### config.mk
export PLATFORM = sky130hd
export DESIGN_NAME = alu_result_stage
export DESIGN_NICKNAME = d
export VERILOG_FILES = /design/src/rtl/alu_result_stage.sv
export SDC_FILE = /design/constraint.sdc
export NUM_CORES = 1
export LEC_CHECK = 0
export CAP_MARGIN = 20
export CELL_PAD_IN_SITES_DETAIL_PLACEMENT = 0
export CELL_PAD_IN_SITES_GLOBAL_PLACEMENT = 1
export CORE_ASPECT_RATIO = 1.5
export CORE_MARGIN = 8
export CORE_UTILIZATION = 39
export CTS_CLUSTER_SIZE = 28
export DETAILED_ROUTE_END_ITERATION = 7
export PLACE_DENSITY_LB_ADDON = 0.25
export SLEW_MARGIN = 10
export SYNTH_ARGS = -nofsm -noshare
export SYNTH_HDL_FRONTEND = slang
export SYNTH_SLANG_ARGS = --single-unit
### constraint.sdc
create_clock -name clk -period 2.05 [get_ports clk]
set_input_delay 0.3075 -clock clk [delete_from_list [all_inputs] [get_ports clk]]
set_output_delay 0.3075 -clock clk [all_outputs]
set_load 0.02 [all_outputs]
### src/rtl/alu_result_stage.sv
// rtl/alu_result_stage.sv - ALU result stage: flag generation and 2-entry result FIFO
//
// Computes {N,Z,C,V} for each add/sub result and buffers sum and flags in order.
// Ports:
//   clk, rst           rising-edge clock, asynchronous active-high reset
//   in_valid/in_ready  push handshake for a/b/sub/sum
//   a, b, sub, sum     operands, operation select and result of the add/sub unit
//   flush              synchronous clear of all buffered entries
//   out_valid/ready    pop handshake for the head entry
//   out_data/out_flags head entry sum and {N,Z,C,V}, zero when empty
//   count              buffered entry count, 0..2
//   ovf_sticky         set when an entry with V=1 is popped
//   clr_sticky         synchronous clear of ovf_sticky
module alu_result_stage (
  input  logic       clk,
  input  logic       rst,
  input  logic       in_valid,
  output logic       in_ready,
  input  logic [7:0] a,
  input  logic [7:0] b,
  input  logic       sub,
  input  logic [7:0] sum,
  input  logic       flush,
  output logic       out_valid,
  input  logic       out_ready,
  output logic [7:0] out_data,
  output logic [3:0] out_flags,
  output logic [1:0] count,
  output logic       ovf_sticky,
  input  logic       clr_sticky
);

  logic [1:0] r_count;
  logic       r_wptr;
  logic       r_rptr;
  logic [7:0] r_data  [0:1];
  logic [3:0] r_flags [0:1];
  logic       r_ovf;

  logic [7:0] w_b_eff;
  logic       w_n;
  logic       w_z;
  logic       w_c;
  logic       w_v;
  logic [3:0] w_flags;
  logic       w_push;
  logic       w_pop;
  logic       w_out_valid;

  // Flags are derived from the operands for C and V, and from the supplied
  // sum for N, Z and the sign comparison; the sum itself is never recomputed.
  assign w_b_eff = b ^ {8{sub}};
  assign w_n     = sum[7];
  assign w_z     = (sum == 8'h00);
  // Carry-out of the 9-bit sum, expressed as a range test on the full sum.
  assign w_c     = (({1'b0, a} + {1'b0, w_b_eff} + {8'd0, sub}) > 9'd255);
  assign w_v     = sub ? ((a[7] != b[7]) & (sum[7] != a[7]))
                       : ((a[7] == b[7]) & (sum[7] != a[7]));
  assign w_flags = {w_n, w_z, w_c, w_v};

  // in_ready is independent of out_ready: no pass-through while full.
  assign in_ready    = (r_count != 2'd2) & ~rst;
  assign w_out_valid = (r_count != 2'd0);
  assign w_push      = in_valid & in_ready;
  assign w_pop       = w_out_valid & out_ready;

  assign out_valid  = w_out_valid;
  assign out_data   = w_out_valid ? r_data[r_rptr]  : 8'h00;
  assign out_flags  = w_out_valid ? r_flags[r_rptr] : 4'h0;
  assign count      = r_count;
  assign ovf_sticky = r_ovf;

  always_ff @(posedge clk or posedge rst) begin
    if (rst) begin
      r_count    <= 2'd0;
      r_wptr     <= 1'b0;
      r_rptr     <= 1'b0;
      r_data[0]  <= 8'h00;
      r_data[1]  <= 8'h00;
      r_flags[0] <= 4'h0;
      r_flags[1] <= 4'h0;
      r_ovf      <= 1'b0;
    end else begin
      if (flush) begin
        r_count <= 2'd0;
        r_wptr  <= 1'b0;
        r_rptr  <= 1'b0;
      end else begin
        if (w_push) begin
          r_data[r_wptr]  <= sum;
          r_flags[r_wptr] <= w_flags;
          r_wptr          <= ~r_wptr;
        end
        if (w_pop) begin
          r_rptr <= ~r_rptr;
        end
        case ({w_push, w_pop})
          2'b10:   r_count <= r_count + 2'd1;
          2'b01:   r_count <= r_count - 2'd1;
          default: r_count <= r_count;
        endcase
      end

      // A pop of an overflowed entry wins over a concurrent clear; a flush
      // drops the pop, so it cannot set the sticky bit.
      if (w_pop & ~flush & r_flags[r_rptr][0]) begin
        r_ovf <= 1'b1;
      end else if (clr_sticky) begin
        r_ovf <= 1'b0;
      end
    end
  end

endmodule

==> impl_summary.log <==
INFO  metric nNetsFinal = 239
INFO  metric period_needed = 1.98 ns
INFO  metric remaining_drc_errors = 0
INFO  metric routed_wire_length_per_instance = 15.3 um
INFO  metric core.rowCount = 29
INFO  metric rr_endpoint = r_flags[0]
INFO  metric met3_use_gr = under 10%
INFO  metric powerDensity = roughly 650 mW/mm^2
INFO  metric synth.area.top_cells = dfrtp_1 41%, mux2i_1 9.2%, mux2_4 7.4%, mux2_2 6.9%, ha_1 6.1%
INFO  metric r2r.worst_path.cells = 4
INFO  metric clock_latency_on_the_worst_skew_pair = 0.27 ns
INFO  metric globalRoute.busiestLayer = met2
INFO  metric grt_first_pass_wirelength = 6.11 mm
INFO  metric min-delay-path-class = flip-flop to flip-flop
INFO  metric worst_pin_slew = 0.331 ns
INFO  metric synth_top_area_share = 41.3%
INFO  metric place_inst = 240
INFO  metric yosysWarnings = 0
INFO  metric dieArea = approximately 0.0066 sq mm
INFO  metric timing.final.max_slew_violations = 0
INFO  metric detail_route.wirelength = 3.73 mm
INFO  metric clock-sinks = 27
INFO  metric ir_worst_vdd = 0.000448 V
INFO  metric antenna_cells = 0
INFO  metric routed-via-count = about 1,300
INFO  metric cts.htree.levels = 1
INFO  metric min_period_over_period = 96.7%
INFO  metric vias_in_the_first_global_route = 1,368
INFO  metric grt_overflow_total = 0
INFO  metric nFillCells = slightly below 400
INFO  metric run_status = finished, final reports clean
INFO  metric core_area = 0.00414 sq mm
INFO  metric fp.dieW = 68.9 um
INFO  metric postSynthNetCount = ~180
INFO  metric finalSetupViolations = 0
INFO  metric timing.clock.skew = around 0.0034 ns
INFO  metric worst_hold_startpoint = ovf_sticky
INFO  metric place.gp.congestion = 0.765
INFO  metric antenna_found_initial = 0
INFO  metric worst_setup_slack_after_placement = -0.0406 ns
INFO  metric holdWs = 0.511 ns
INFO  metric crit_fanout = 7
INFO  metric seq_area_frac_synth = approximately two fifths
INFO  metric max_cap_check_violation_count = 0
INFO  metric tritoncts = built
INFO  metric layout-drive-gt1-share = 18.7%
INFO  metric worst-setup-path-type = flip-flop to primary output
INFO  metric rsz_0062_raised_after_global_routing = no
INFO  metric layoutNonFillerInstCount = approximately 240
INFO  metric r2r-start = count[0]
INFO  metric start_kind = flip-flop
INFO  metric multiInputGateArea = 878 sq um
INFO  metric effective_utilization_at_floorplan = 39.5%
INFO  metric arrival = 1.67 ns
INFO  metric tritoncts.num_buffers = 3
INFO  metric clock_path_buffers = 2
INFO  metric final_cell_mix = 39 x clkdlybuf4s50_1, 26 x dfrtp_1, 15 x nor2_1, 15 x mux2i_1
INFO  metric met2_usage = approximately a fifth
INFO  metric grt_start_max_net_pins = 28
INFO  metric synth.largest_area_cell = dfrtp_1
INFO  metric synth_area = 0.00163 sq mm
INFO  metric timing.fmax = ~500 MHz
INFO  metric layout_overhead_on_the_synthesized_area = 36.8%
INFO  metric dr.first_iter.drc_count = 34
INFO  metric leakagePower = 1.02 nW
INFO  metric placement.io_buffers = 47
INFO  metric first_drt_pass_iteration_count = 4
INFO  metric critical_path.startpoint = r_rptr
INFO  metric avgSynthCellArea = 11.4 sq um
INFO  metric grt_util_met1 = a little over an eighth
INFO  metric post_drt_via_cell_ratio = 5.26
INFO  metric critical_path.top_delay_family = buffers and inverters
INFO  metric postSynthRegisterBits = 27
INFO  metric cp_cell_sequence = mux2i_1 > nor2_1 > clkdlybuf4s50_1
INFO  metric postLayoutSetupSlackWorst = 0.0679 ns
INFO  metric worstSetupEndpointType = primary output
INFO  metric antenna_violating_nets_post_route = 0
INFO  metric regToRegSetupSlack = 0.52 ns
INFO  metric layout.cells.most_common = clkdlybuf4s50_1
INFO  metric count_of_cell_instances_traversed_by_the_critical_path = 3
INFO  metric critPathMaxStageDelay = roughly 0.63 ns
INFO  metric critical_path.slowest_cell = clkdlybuf4s50_1
INFO  metric ff_latch_area = 677 sq um
INFO  metric synthDistinctLibCells = 35
INFO  metric worst_max_slew_margin_expressed_relative_to_the_limit = 77.7%
INFO  metric finalHoldViolations = 0
INFO  metric globalRouteTotalUtil = roughly an eighth
INFO  metric syn_inst = 143
INFO  metric design.portCount = 48
INFO  metric critPathCapture = out_flags[1]
INFO  metric clkSlewWorstSetupHoldPaths = around 0.090 ns
INFO  metric worstPathBufferInverterCount = 1
INFO  metric dieHeight = 95.3 um
INFO  metric place.detailed.hpwl = 3.02 mm
INFO  metric critPathRequiredTime = 1.74 ns
INFO  metric clockRootBuffer = clkbuf_8
INFO  metric post-cts-setup-buffer-count = 0
==> kinds of logic (layout without fill, tap and decap cells) <==
logic type	after synthesis	in the layout	share of synthesized area (%)
mux	33	33	23.4
simple gates	33	33	11.2
flops	27	27	41.3
compound gates	18	18	7.50
buf+inv	15	70	4.90
fa+ha+maj	9	9	7.35
xor+xnor	8	8	4.29
==> sequential cells by signal (all words and copies together), names as in the netlist <==
signal / flops
r_data: 16
r_flags: 6
count: 2
ovf_sticky: 1
r_rptr: 1
r_wptr: 1
==> cells in the mapped netlist <==
library cell / n
fa_1: 1
a31oi_1: 4
or3_1: 1
dfrtp_1: 27
and4_4: 1
and3_1: 1
a211oi_1: 1
mux2i_1: 15
o211ai_1: 1
mux2_4: 8
buf_2: 1
a32o_1: 1
nor2b_1: 1
nor2b_2: 1
nand2b_2: 1
ha_1: 8
and2_1: 1
buf_4: 2
a21o_1: 1
a21oi_1: 2
nand3b_1: 2
nand3_2: 1
a41oi_1: 2
o21ai_0: 4
buf_6: 2
xor2_1: 8
nand2b_1: 3
clkbuf_1: 1
a211o_1: 2
nor4_1: 2
nor2_1: 15
inv_1: 9
nand2_1: 2
mux2_2: 10
nor4b_1: 1
==> cell type report <==
type,instances,share of cell area [%]
multi-input cells,101,39.3
flip-flops and latches,27,30.3
repair buffers,57,24.3
well taps,46,2.57
clock buffers,3,1.85
inverters,9,1.51
clock inverters,1,0.224
==> metal layers <==
layer  wire length [um]  part of all wire [%]
met1               1480                    40
met2               1970                    53
met3                249                   6.7
met4                 32                  0.86
met5                  0                     0
==> worst min-delay path by stage <==
stage | endpoint | slack [ns] | depth (start not counted)
6_report | ovf_sticky | 0.51 | 1
5_1_grt | r_data[9] | 0.53 | 1
4_1_cts | ovf_sticky | 0.52 | 1
3_5_place_dp | r_data[13] | 0.49 | 1
3_3_place_gp | ovf_sticky | 0.48 | 1
2_1_floorplan | count[0] | 0.36 | 1
==> stage by stage <==
stage / instance area (sq um) / power (W) / TNS (ns) / util (%)
detailed placement: 2190 / 0.00117 / -0.0782 / 53.0
floorplan: 1630 / 0.000979 / 0 / -
global route: 2240 / 0.00154 / 0 / 54.1
finish: 2240 / 0.00144 / 0 / 54.1
CTS: 2230 / 0.00146 / 0 / 53.9
global placement: 2190 / 0.00115 / 0 / 53.0
==> what timing repair did <==
action,in CTS,in global routing
endpoints found under the setup margin,10,2
hold buffers,0,0
resized for setup,7,2
==> where the power goes <==
part           internal [W]  total (W)  switching (W)
sequential         0.000639   0.000699      0.0000598
combinational      0.000261   0.000444       0.000183
clock              0.000136   0.000302       0.000165
total               0.00104    0.00144       0.000408
Power figures use the tool's default switching activity.
